File: src/rtl/m2vside1_if.sv
// rtl/m2vside1_if.sv - macroblock descriptor handshake bus, parser to side-info container
interface m2vside1_if #(
    parameter int MVH_WIDTH = 16,
    parameter int MVV_WIDTH = 15,
    parameter int MBX_WIDTH = 6,
    parameter int MBY_WIDTH = 5
) ();
    logic                 hdr_valid;
    logic                 hdr_ready;
    logic [MVH_WIDTH-1:0] hdr_mv_h;
    logic [MVV_WIDTH-1:0] hdr_mv_v;
    logic [MBX_WIDTH-1:0] hdr_mb_x;
    logic [MBY_WIDTH-1:0] hdr_mb_y;
    logic                 hdr_mb_intra;
    logic [5:0]           hdr_cbp;

    modport master (
        output hdr_valid,
        output hdr_mv_h,
        output hdr_mv_v,
        output hdr_mb_x,
        output hdr_mb_y,
        output hdr_mb_intra,
        output hdr_cbp,
        input  hdr_ready
    );

    modport slave (
        input  hdr_valid,
        input  hdr_mv_h,
        input  hdr_mv_v,
        input  hdr_mb_x,
        input  hdr_mb_y,
        input  hdr_mb_intra,
        input  hdr_cbp,
        output hdr_ready
    );
endinterface

File: src/rtl/m2vside1.sv
// rtl/m2vside1.sv - MPEG2 decoder stage-1 side-information container
// A 2-deep descriptor FIFO feeds one slot that walks blocks 0..5 on block_start.
module m2vside1 #(
    parameter int MVH_WIDTH = 16,
    parameter int MVV_WIDTH = 15,
    parameter int MBX_WIDTH = 6,
    parameter int MBY_WIDTH = 5
) (
    input  logic                 clk,
    input  logic                 reset_n,
    m2vside1_if.slave            hdr,
    input  logic                 pic_start,
    input  logic                 block_start,
    output logic [MVH_WIDTH-1:0] s1_mv_h,
    output logic [MVV_WIDTH-1:0] s1_mv_v,
    output logic [MBX_WIDTH-1:0] s1_mb_x,
    output logic [MBY_WIDTH-1:0] s1_mb_y,
    output logic                 s1_mb_intra,
    output logic [2:0]           s1_block,
    output logic                 s1_coded,
    output logic                 s1_enable
);

    typedef struct packed {
        logic [MVH_WIDTH-1:0] mv_h;
        logic [MVV_WIDTH-1:0] mv_v;
        logic [MBX_WIDTH-1:0] mb_x;
        logic [MBY_WIDTH-1:0] mb_y;
        logic                 intra;
        logic [5:0]           cbp;
    } desc_t;

    desc_t      fifo_q [2];
    desc_t      fifo_d [2];
    logic       wr_ptr_q, wr_ptr_d;
    logic       rd_ptr_q, rd_ptr_d;
    logic [1:0] count_q, count_d;
    desc_t      slot_q, slot_d;
    logic [2:0] block_q, block_d;
    logic       enable_q, enable_d;

    desc_t      hdr_desc;
    logic       ready;
    logic       push;
    logic       pop;
    logic       last_block;

    assign hdr_desc = '{
        mv_h:  hdr.hdr_mv_h,
        mv_v:  hdr.hdr_mv_v,
        mb_x:  hdr.hdr_mb_x,
        mb_y:  hdr.hdr_mb_y,
        intra: hdr.hdr_mb_intra,
        cbp:   hdr.hdr_cbp
    };

    // Ready decodes only the registered count, never block_start.
    assign ready         = (count_q < 2'd2);
    assign hdr.hdr_ready = ready;
    assign push          = hdr.hdr_valid && ready;
    assign last_block    = (block_q == 3'd5);
    // Refill an empty slot at once, or swap in the next macroblock as block 5 retires.
    assign pop           = (count_q != 2'd0) && (!enable_q || (block_start && last_block));

    always_comb begin
        fifo_d   = fifo_q;
        wr_ptr_d = wr_ptr_q;
        rd_ptr_d = rd_ptr_q;
        count_d  = count_q;
        slot_d   = slot_q;
        block_d  = block_q;
        enable_d = enable_q;

        if (pic_start) begin
            wr_ptr_d = 1'b0;
            rd_ptr_d = 1'b0;
            count_d  = 2'd0;
            enable_d = 1'b0;
        end else begin
            if (push) begin
                fifo_d[wr_ptr_q] = hdr_desc;
                wr_ptr_d         = ~wr_ptr_q;
            end
            if (pop) begin
                slot_d   = fifo_q[rd_ptr_q];
                rd_ptr_d = ~rd_ptr_q;
                block_d  = 3'd0;
                enable_d = 1'b1;
            end else if (enable_q && block_start) begin
                if (last_block) begin
                    enable_d = 1'b0;
                end else begin
                    block_d = block_q + 3'd1;
                end
            end
            count_d = count_q + {1'b0, push} - {1'b0, pop};
        end
    end

    always_ff @(posedge clk or negedge reset_n) begin
        if (!reset_n) begin
            fifo_q[0] <= '0;
            fifo_q[1] <= '0;
            wr_ptr_q  <= 1'b0;
            rd_ptr_q  <= 1'b0;
            count_q   <= 2'd0;
            slot_q    <= '0;
            block_q   <= 3'd0;
            enable_q  <= 1'b0;
        end else begin
            fifo_q[0] <= fifo_d[0];
            fifo_q[1] <= fifo_d[1];
            wr_ptr_q  <= wr_ptr_d;
            rd_ptr_q  <= rd_ptr_d;
            count_q   <= count_d;
            slot_q    <= slot_d;
            block_q   <= block_d;
            enable_q  <= enable_d;
        end
    end

    assign s1_mv_h     = slot_q.mv_h;
    assign s1_mv_v     = slot_q.mv_v;
    assign s1_mb_x     = slot_q.mb_x;
    assign s1_mb_y     = slot_q.mb_y;
    assign s1_mb_intra = slot_q.intra;
    assign s1_block    = block_q;
    assign s1_enable   = enable_q;
    // cbp is MSB-first: bit 5 belongs to block 0.
    assign s1_coded    = slot_q.intra | slot_q.cbp[3'd5 - block_q];

endmodule
File: src/flat_wrapper.sv
// flat-port wrapper written by rule: the top's interface ports become plain ports
module m2vside1_flat 
#(
    parameter int MVH_WIDTH = 16,
    parameter int MVV_WIDTH = 15,
    parameter int MBX_WIDTH = 6,
    parameter int MBY_WIDTH = 5
)
  (clk, reset_n, pic_start, block_start, s1_mv_h, s1_mv_v, s1_mb_x, s1_mb_y, s1_mb_intra, s1_block, s1_coded, s1_enable, hdr_hdr_valid, hdr_hdr_mv_h, hdr_hdr_mv_v, hdr_hdr_mb_x, hdr_hdr_mb_y, hdr_hdr_mb_intra, hdr_hdr_cbp, hdr_hdr_ready);
  m2vside1_if #(.MVH_WIDTH(MVH_WIDTH), .MVV_WIDTH(MVV_WIDTH), .MBX_WIDTH(MBX_WIDTH), .MBY_WIDTH(MBY_WIDTH)) hdr_i ();
  input  logic clk;
  input  logic reset_n;
  input  logic pic_start;
  input  logic block_start;
  output logic [MVH_WIDTH-1:0] s1_mv_h;
  output logic [MVV_WIDTH-1:0] s1_mv_v;
  output logic [MBX_WIDTH-1:0] s1_mb_x;
  output logic [MBY_WIDTH-1:0] s1_mb_y;
  output logic s1_mb_intra;
  output logic [2:0] s1_block;
  output logic s1_coded;
  output logic s1_enable;
  input wire logic [$bits(hdr_i.hdr_valid)-1:0] hdr_hdr_valid;
  input wire logic [$bits(hdr_i.hdr_mv_h)-1:0] hdr_hdr_mv_h;
  input wire logic [$bits(hdr_i.hdr_mv_v)-1:0] hdr_hdr_mv_v;
  input wire logic [$bits(hdr_i.hdr_mb_x)-1:0] hdr_hdr_mb_x;
  input wire logic [$bits(hdr_i.hdr_mb_y)-1:0] hdr_hdr_mb_y;
  input wire logic [$bits(hdr_i.hdr_mb_intra)-1:0] hdr_hdr_mb_intra;
  input wire logic [$bits(hdr_i.hdr_cbp)-1:0] hdr_hdr_cbp;
  output wire logic [$bits(hdr_i.hdr_ready)-1:0] hdr_hdr_ready;
  assign hdr_i.hdr_valid = hdr_hdr_valid;
  assign hdr_i.hdr_mv_h = hdr_hdr_mv_h;
  assign hdr_i.hdr_mv_v = hdr_hdr_mv_v;
  assign hdr_i.hdr_mb_x = hdr_hdr_mb_x;
  assign hdr_i.hdr_mb_y = hdr_hdr_mb_y;
  assign hdr_i.hdr_mb_intra = hdr_hdr_mb_intra;
  assign hdr_i.hdr_cbp = hdr_hdr_cbp;
  assign hdr_hdr_ready = hdr_i.hdr_ready;
  m2vside1 #(.MVH_WIDTH(MVH_WIDTH), .MVV_WIDTH(MVV_WIDTH), .MBX_WIDTH(MBX_WIDTH), .MBY_WIDTH(MBY_WIDTH)) u_core (.clk(clk), .reset_n(reset_n), .hdr(hdr_i), .pic_start(pic_start), .block_start(block_start), .s1_mv_h(s1_mv_h), .s1_mv_v(s1_mv_v), .s1_mb_x(s1_mb_x), .s1_mb_y(s1_mb_y), .s1_mb_intra(s1_mb_intra), .s1_block(s1_block), .s1_coded(s1_coded), .s1_enable(s1_enable));
endmodule
File: config.mk
export PLATFORM = sky130hd
export DESIGN_NAME = m2vside1_flat
export DESIGN_NICKNAME = d
export VERILOG_FILES = /design/src/rtl/m2vside1_if.sv /design/src/rtl/m2vside1.sv /design/src/flat_wrapper.sv
export SDC_FILE = /design/constraint.sdc
export NUM_CORES = 1
export LEC_CHECK = 0
export ABC_AREA = 1
export CAP_MARGIN = 25
export CORE_MARGIN = 2
export CORE_UTILIZATION = 45
export DETAILED_ROUTE_END_ITERATION = 16
export GPL_ROUTABILITY_DRIVEN = 1
export HOLD_SLACK_MARGIN = 0.05
export PLACE_DENSITY = 0.74
export SLEW_MARGIN = 5
export SYNTH_ARGS = -nofsm -noshare
export SYNTH_HDL_FRONTEND = slang
export SYNTH_SLANG_ARGS = --single-unit
File: constraint.sdc
create_clock -name clk -period 2.9 [get_ports clk]
set_input_delay 0.58 -clock clk [delete_from_list [all_inputs] [get_ports clk]]
set_output_delay 0.58 -clock clk [all_outputs]
set_load 0.005 [all_outputs]
# Yosys cells after proc, flatten, opt, wreduce, memory -nomap -nowiden

Cells that the tools add are included.
Widths: inputs -> output; s select.

Memory bits (read-only): 0
Memories kept: 0
Latch bits: 0
Output and inout bits: 49
Bits of input ports: 54
Register bits after elaboration: 155
RAM bits: 0

Bitwise logic cells: 6
Add/sub/neg operators: 4
Div/mod/pow operators: 0
$mul: 0
Muxes and demuxes: 20
Equal/unequal tests: 2
Magnitude comparators: 5
Shift operators: 0
Reductions and logical operators: 17

Operators with widths:

| cell                | number |
|---|---|
| $mux 49             | 4 |
| $bwmux 98           | 1 |
| $demux 49 s1        | 1 |
| $mux 1              | 9 |
| $mux 3              | 3 |
| $reduce_bool 2->1   | 4 |
| $reduce_and 2->1    | 3 |
| $reduce_bool 3->1   | 2 |
| $logic_and 1x1->1   | 5 |
| $ge 2x2->1 const B  | 2 |
| $lt 3x4->1 const B  | 1 |
| $not 1->2           | 2 |
| $add 3x1->3 const B | 1 |
| $bmux 1 s3          | 1 |
| $eq 3x3->1 const B  | 1 |
| $not 1->1           | 3 |
| $reduce_and 3->1    | 1 |
| $sub 3x3->3 const A | 1 |
| $add 2x1->2         | 1 |
| $lt 2x1->1 const B  | 1 |
| $lt 2x2->1 const B  | 1 |
| $mux 2              | 1 |
| $ne 2x1->1 const B  | 1 |
| $sub 2x1->2         | 1 |
| other kinds (3)     | 3 |

# Longest topological paths before layout

Gate-level depths: netlist (run 1).

Depth after elaboration: 6
Gate-level depth with buffers: 11
Mapped depth without buffers: 11

# Least setup slack after synthesis (run 1)

No wires, ideal clock.

Path kind: reg-to-reg
From: register u_core.block_q[1] (netlist: u_core.s1_block[1])
To: register u_core.count_q[1]
Setup slack: 1,157 ps
Cell stages (with the launch flop): 12
Period minus slack after synthesis: 1,743 ps
Library setup time: 118 ps
Arrival time: 1,625 ps
Path through: dfrtp_1 -> inv_1 -> ha_1 -> nand2_1 -> nand2_1 -> nand3_1 -> inv_1 -> ha_1 -> inv_1 -> ha_1 -> xor2_1 -> nor2_1

Longest elaborated chain between the ends: 6

RTL lines:

| item                   | line            | RTL |
|---|---|---|
| from (decl)            | m2vside1.sv:39  | `logic [2:0] block_q, block_d;` |
| from (signal assigned) | m2vside1.sv:117 | `block_q <= block_d;` |
| $eq 3x3->1             | m2vside1.sv:61  | `assign last_block = (block_q == 3'd5);` |
| $logic_and 1x1->1      | m2vside1.sv:63  | `assign pop = (count_q != 2'd0) && (!enable_q \|\| (block_start && last_block));` |
| $logic_or 1x1->1       | m2vside1.sv:63  |  |
| $logic_and 1x1->1      | m2vside1.sv:63  |  |
| $sub 2x1->2            | m2vside1.sv:96  | `count_d = count_q + {1'b0, push} - {1'b0, pop};` |
| $mux 2                 | m2vside1.sv:74  | `if (pic_start) begin` |
| net u_core.count_d[1]  | m2vside1.sv:37  | `logic [1:0] count_q, count_d;` |
| to (signal assigned)   | m2vside1.sv:115 | `count_q <= count_d;` |
| to (decl)              | m2vside1.sv:37  |  |

The timed path passes the listed nets, and every way through them passes these cells.
A chain may end at the register's enable or synchronous reset.

# Worst setup path after layout (run 1)

From: register u_core.block_q[1] (netlist: u_core.s1_block[1])
To: output port s1_coded

Longest elaborated chain between the ends: 4

RTL lines:

| item                         | line               | RTL |
|---|---|---|
| $sub 3x3->3                  | m2vside1.sv:130    | `assign s1_coded = slot_q.intra \| slot_q.cbp[3'd5 - block_q];` |
| $bmux 1 s3                   | m2vside1.sv:130    |  |
| $mux 1 (not written as such) | m2vside1.sv:130    |  |
| $or 1x1->1                   | m2vside1.sv:130    |  |
| to (decl)                    | flat_wrapper.sv:21 | `output logic s1_coded;` |

No other way between the ends. The select of a mux whose other input is x is not followed.

==> results.yml, run 1 <==
run_status:
  run_status: "finished, final reports clean"
global_route:
  antenna_violations_before_repair: 0
  first_pass_grt_wire_length_um: 22560
  overflow: 0
  vias_in_the_first_global_route: 4655
  track_usage_pct: 17.47
  grt_start_max_net_pins: 100
route:
  route.antenna.remaining_nets: 0
  routed-wl-met2_um: 6250
  drcViolationCount: 0
  drt_pre_antenna_iters: 5
  finalWirelength_um: 13390
  wl_cell_um: 13.38
  drt-initial-drc-count: 394
  wl_met1_um: 6474
  highest-signal-layer: "met4"
  drt-vias-per-instance: 4.804
  met3WireLength_um: 456
  routed-via-count: 4809
yosys:
  average_footprint_of_a_synthesized_cell_um2: 9.259
  post_synth_inst_count: 752
  yosysWarningCount: 0
  mappedNetlistArea_mm2: 0.006963
  ys_seq_elements: 155
  synth.yosys.seq_area_share_pct: 55.71
  synth_nets: 810
  synth.lib_cells_used.distinct: 23
cts:
  clock-sinks: 155
  cts-resized-gates: 0
  cts_root_buf: "sky130_fd_sc_hd__clkbuf_16"
  worst_setup_hold_path_clk_slew_ns: 0.06
  tritoncts: "yes"
  cts_made_buffers: 17
  cts_hold_repair.buffers: 0
  cts_buffer_depth: 2
  h-tree-depth: 4
  clock_latency_ns: 0.42
  post-cts-setup-buffers: 0
placed_design:
  buffer_ports.inserted: 102
  place_congestion: 0.7556
  placed_cells: 969
  dpl.hpwl_um: 8275
setup_path:
  critical_path_buf_inv_count: 3
  start_kind: "register"
  critPathMaxFanout: 6
  timing.critical_path.cells: "inv_1, ha_1, inv_1, nor3_1, o21ai_0, nand3b_1, clkdlybuf4s50_1"
  worst_setup_path_end_kind: "output pin"
  crit_path_top_delay_cell: "sky130_fd_sc_hd__clkdlybuf4s50_1"
  arrival_time_at_the_worst_endpoint_ns: 2.12
  critPathKind: "register to output pin"
  worst_path_most_repeated_cell: "sky130_fd_sc_hd__inv_1"
  cp_data_required_time_ns: 2.32
  crit_path_max_incr_delay_ns: 0.50
  crit_family: "buffers and inverters"
floorplanning:
  io-pin-count: 103
  design.core.area_mm2: 0.01515
  initial_core_util_pct: 45.97
  chipWidth_um: 128.4
  dieArea_mm2: 0.01648
  die_height_um: 128.4
  core.rowCount: 45
timing:
  timing.final.crit_period_ns: 2.702
  clock.fmax_ghz: 0.3702
  setup_total_negative_slack_ns: 0
  rsz0062_at_grt: "no"
  setup_viol_count_final: 0
  max-slew-margin-rel_pct: 40.29
  fin_skew_ns: 0.01099
  tightestPinTransition_ns: 0.8956
  hold_viol: 0
  count_of_final_max_slew_check_failures: 0
  fin_worst_hold_slack_ns: 0.1239
  final_min_period_over_clock_period_pct: 93.16
worst_hold_path:
  type_of_the_worst_min_delay_path: "input port to async pin"
cells_and_area:
  layout-drive-gt1-share_pct: 15.74
  mostFrequentLayoutCell: "sky130_fd_sc_hd__nand2_1"
  n_diodes: 0
  area_growth_syn_to_layout_pct: 20.23
  final_cell_mix: "sky130_fd_sc_hd__nand2_1 (168), sky130_fd_sc_hd__dfrtp_1 (154), sky130_fd_sc_hd__o21ai_0 (147)"
  finalNonFillerCells: 1001
  design.final.nets: 858
power:
  cellPowerDensity_mw_per_mm2: 1031
  cellLeakagePower_nw: 4.061
  ir_worst_vdd_uv: 441.9
job:
  timing.max_cap.violations: 0
report_power, final:
group	total, W	internal [W]	switching [W]
combinational	0.00295	0.00150	0.00145
sequential	0.00354	0.00307	0.000469
clock	0.00215	0.00129	0.000858
total	0.00863	0.00585	0.00278
layout make-up:
type                       instances  area (um2)
fill                            1376        6774
sequential                       155        3880
multi-input combinational        445        2278
timing repair buffer             112        1147
clock buffer                      22       454.2
inverter                          69       259.0
tap                              188       235.2
clock inverter                    10       117.6
logic make-up (layout without fill, tap and decap cells):
kind of cell,count (synthesis),in the layout,synth area share (%)
adder cells (fa/ha/maj),4,4,0.7188
XOR/XNOR,3,3,0.3774
AND/OR/NAND/NOR,240,240,15.38
flip-flops,155,155,55.71
AO/OA/AOI/OAI,198,198,15.96
buffers and inverters,152,213,11.86
stage by stage:
stage               cell area, um2  power, W  worst slack [ns]  util (%)
global route                  8372  0.009312           0.03303     55.27
global placement              7800  0.006441            0.5285     51.50
CTS                           8372  0.008757            0.1575     55.27
detailed placement            7800  0.006545            0.4320     51.50
finish                        8372  0.008629            0.1985     55.27
floorplan                     6963  0.005734             1.157         -
sequential cells by signal, summed over array words and instances (netlist names):
name                flops
u_core.s1_mb_x          6
u_core.fifo_q          98
u_core.s1_enable        1
u_core.s1_mv_v         15
u_core.s1_block         3
u_core.s1_mb_y          5
u_core.wr_ptr_q         1
u_core.count_q          2
u_core.slot_q           6
u_core.rd_ptr_q         1
u_core.s1_mv_h         16
u_core.s1_mb_intra      1
layer usage:
layer | GRT usage, % | vias up
met5 | 0 | -
met4 | 7.369 | 0
met3 | 3.410 | 16
met2 | 27.66 | 106
met1 | 23.70 | 2235
li1 | - | 2452
worst register-to-register path: stages, from the launching register on:
cell and delay (ns):
sky130_fd_sc_hd__dfrtp_1 0.44, sky130_fd_sc_hd__inv_1 0.09, sky130_fd_sc_hd__ha_1 0.23, sky130_fd_sc_hd__nand2_1 0.08
sky130_fd_sc_hd__nand2_1 0.05, sky130_fd_sc_hd__nand3_1 0.13, sky130_fd_sc_hd__inv_1 0.09, sky130_fd_sc_hd__ha_1 0.27
sky130_fd_sc_hd__inv_1 0.04, sky130_fd_sc_hd__ha_1 0.19, sky130_fd_sc_hd__xor2_1 0.15, sky130_fd_sc_hd__nor2_1 0.05
synthesized netlist by cell type:
| cell type | count | area share [%] |
|---|---|---|
| sky130_fd_sc_hd__nor3_1 | 1 | 0.072 |
| sky130_fd_sc_hd__clkbuf_1 | 24 | 1.3 |
| sky130_fd_sc_hd__ha_1 | 4 | 0.72 |
| sky130_fd_sc_hd__buf_4 | 45 | 4.9 |
| sky130_fd_sc_hd__nand4_1 | 1 | 0.090 |
| sky130_fd_sc_hd__or2_2 | 50 | 4.5 |
| sky130_fd_sc_hd__nand3_1 | 10 | 0.72 |
| sky130_fd_sc_hd__o21ai_2 | 32 | 4.0 |
| sky130_fd_sc_hd__nor2_1 | 4 | 0.22 |
| sky130_fd_sc_hd__inv_2 | 1 | 0.054 |
| sky130_fd_sc_hd__inv_1 | 68 | 3.7 |
| sky130_fd_sc_hd__nand2_1 | 168 | 9.1 |
| sky130_fd_sc_hd__nand2_2 | 2 | 0.18 |
| sky130_fd_sc_hd__xnor2_1 | 2 | 0.25 |
| sky130_fd_sc_hd__nand3b_1 | 1 | 0.11 |
| sky130_fd_sc_hd__nor2_4 | 1 | 0.16 |
| sky130_fd_sc_hd__o21ai_0 | 147 | 11 |
| sky130_fd_sc_hd__o21ai_1 | 19 | 1.4 |
| sky130_fd_sc_hd__buf_2 | 3 | 0.22 |
| sky130_fd_sc_hd__buf_6 | 11 | 1.8 |
| sky130_fd_sc_hd__xor2_1 | 1 | 0.13 |
| sky130_fd_sc_hd__dfrtp_1 | 155 | 56 |
| sky130_fd_sc_hd__nand3_2 | 2 | 0.29 |
worst paths after layout:
check,start,to,slack [ns],depth (start not counted)
max,u_core.s1_block[1],s1_coded,0.20,7
min in group clk,u_core.fifo_q[81],u_core.fifo_q[81],0.47,2
max reg2reg,u_core.s1_block[1],u_core.count_q[1],0.97,11
min,reset_n,u_core.s1_enable,0.12,1
min reg2reg,u_core.fifo_q[81],u_core.fifo_q[81],0.47,2
max in group asynchronous,reset_n,u_core.fifo_q[79],2.00,2
No activity file was read; power rests on OpenSTA's default activity.
==> run 2, diff against run 1 <==
--- a/config.mk
+++ b/config.mk
@@ -17,3 +17,4 @@
 export SYNTH_ARGS = -nofsm -noshare
 export SYNTH_HDL_FRONTEND = slang
 export SYNTH_SLANG_ARGS = --single-unit
+export TNS_END_PERCENT = 50
==> results of run 2 <==
Same layout as run 1: the final DEF is identical, and so are final timing and power.
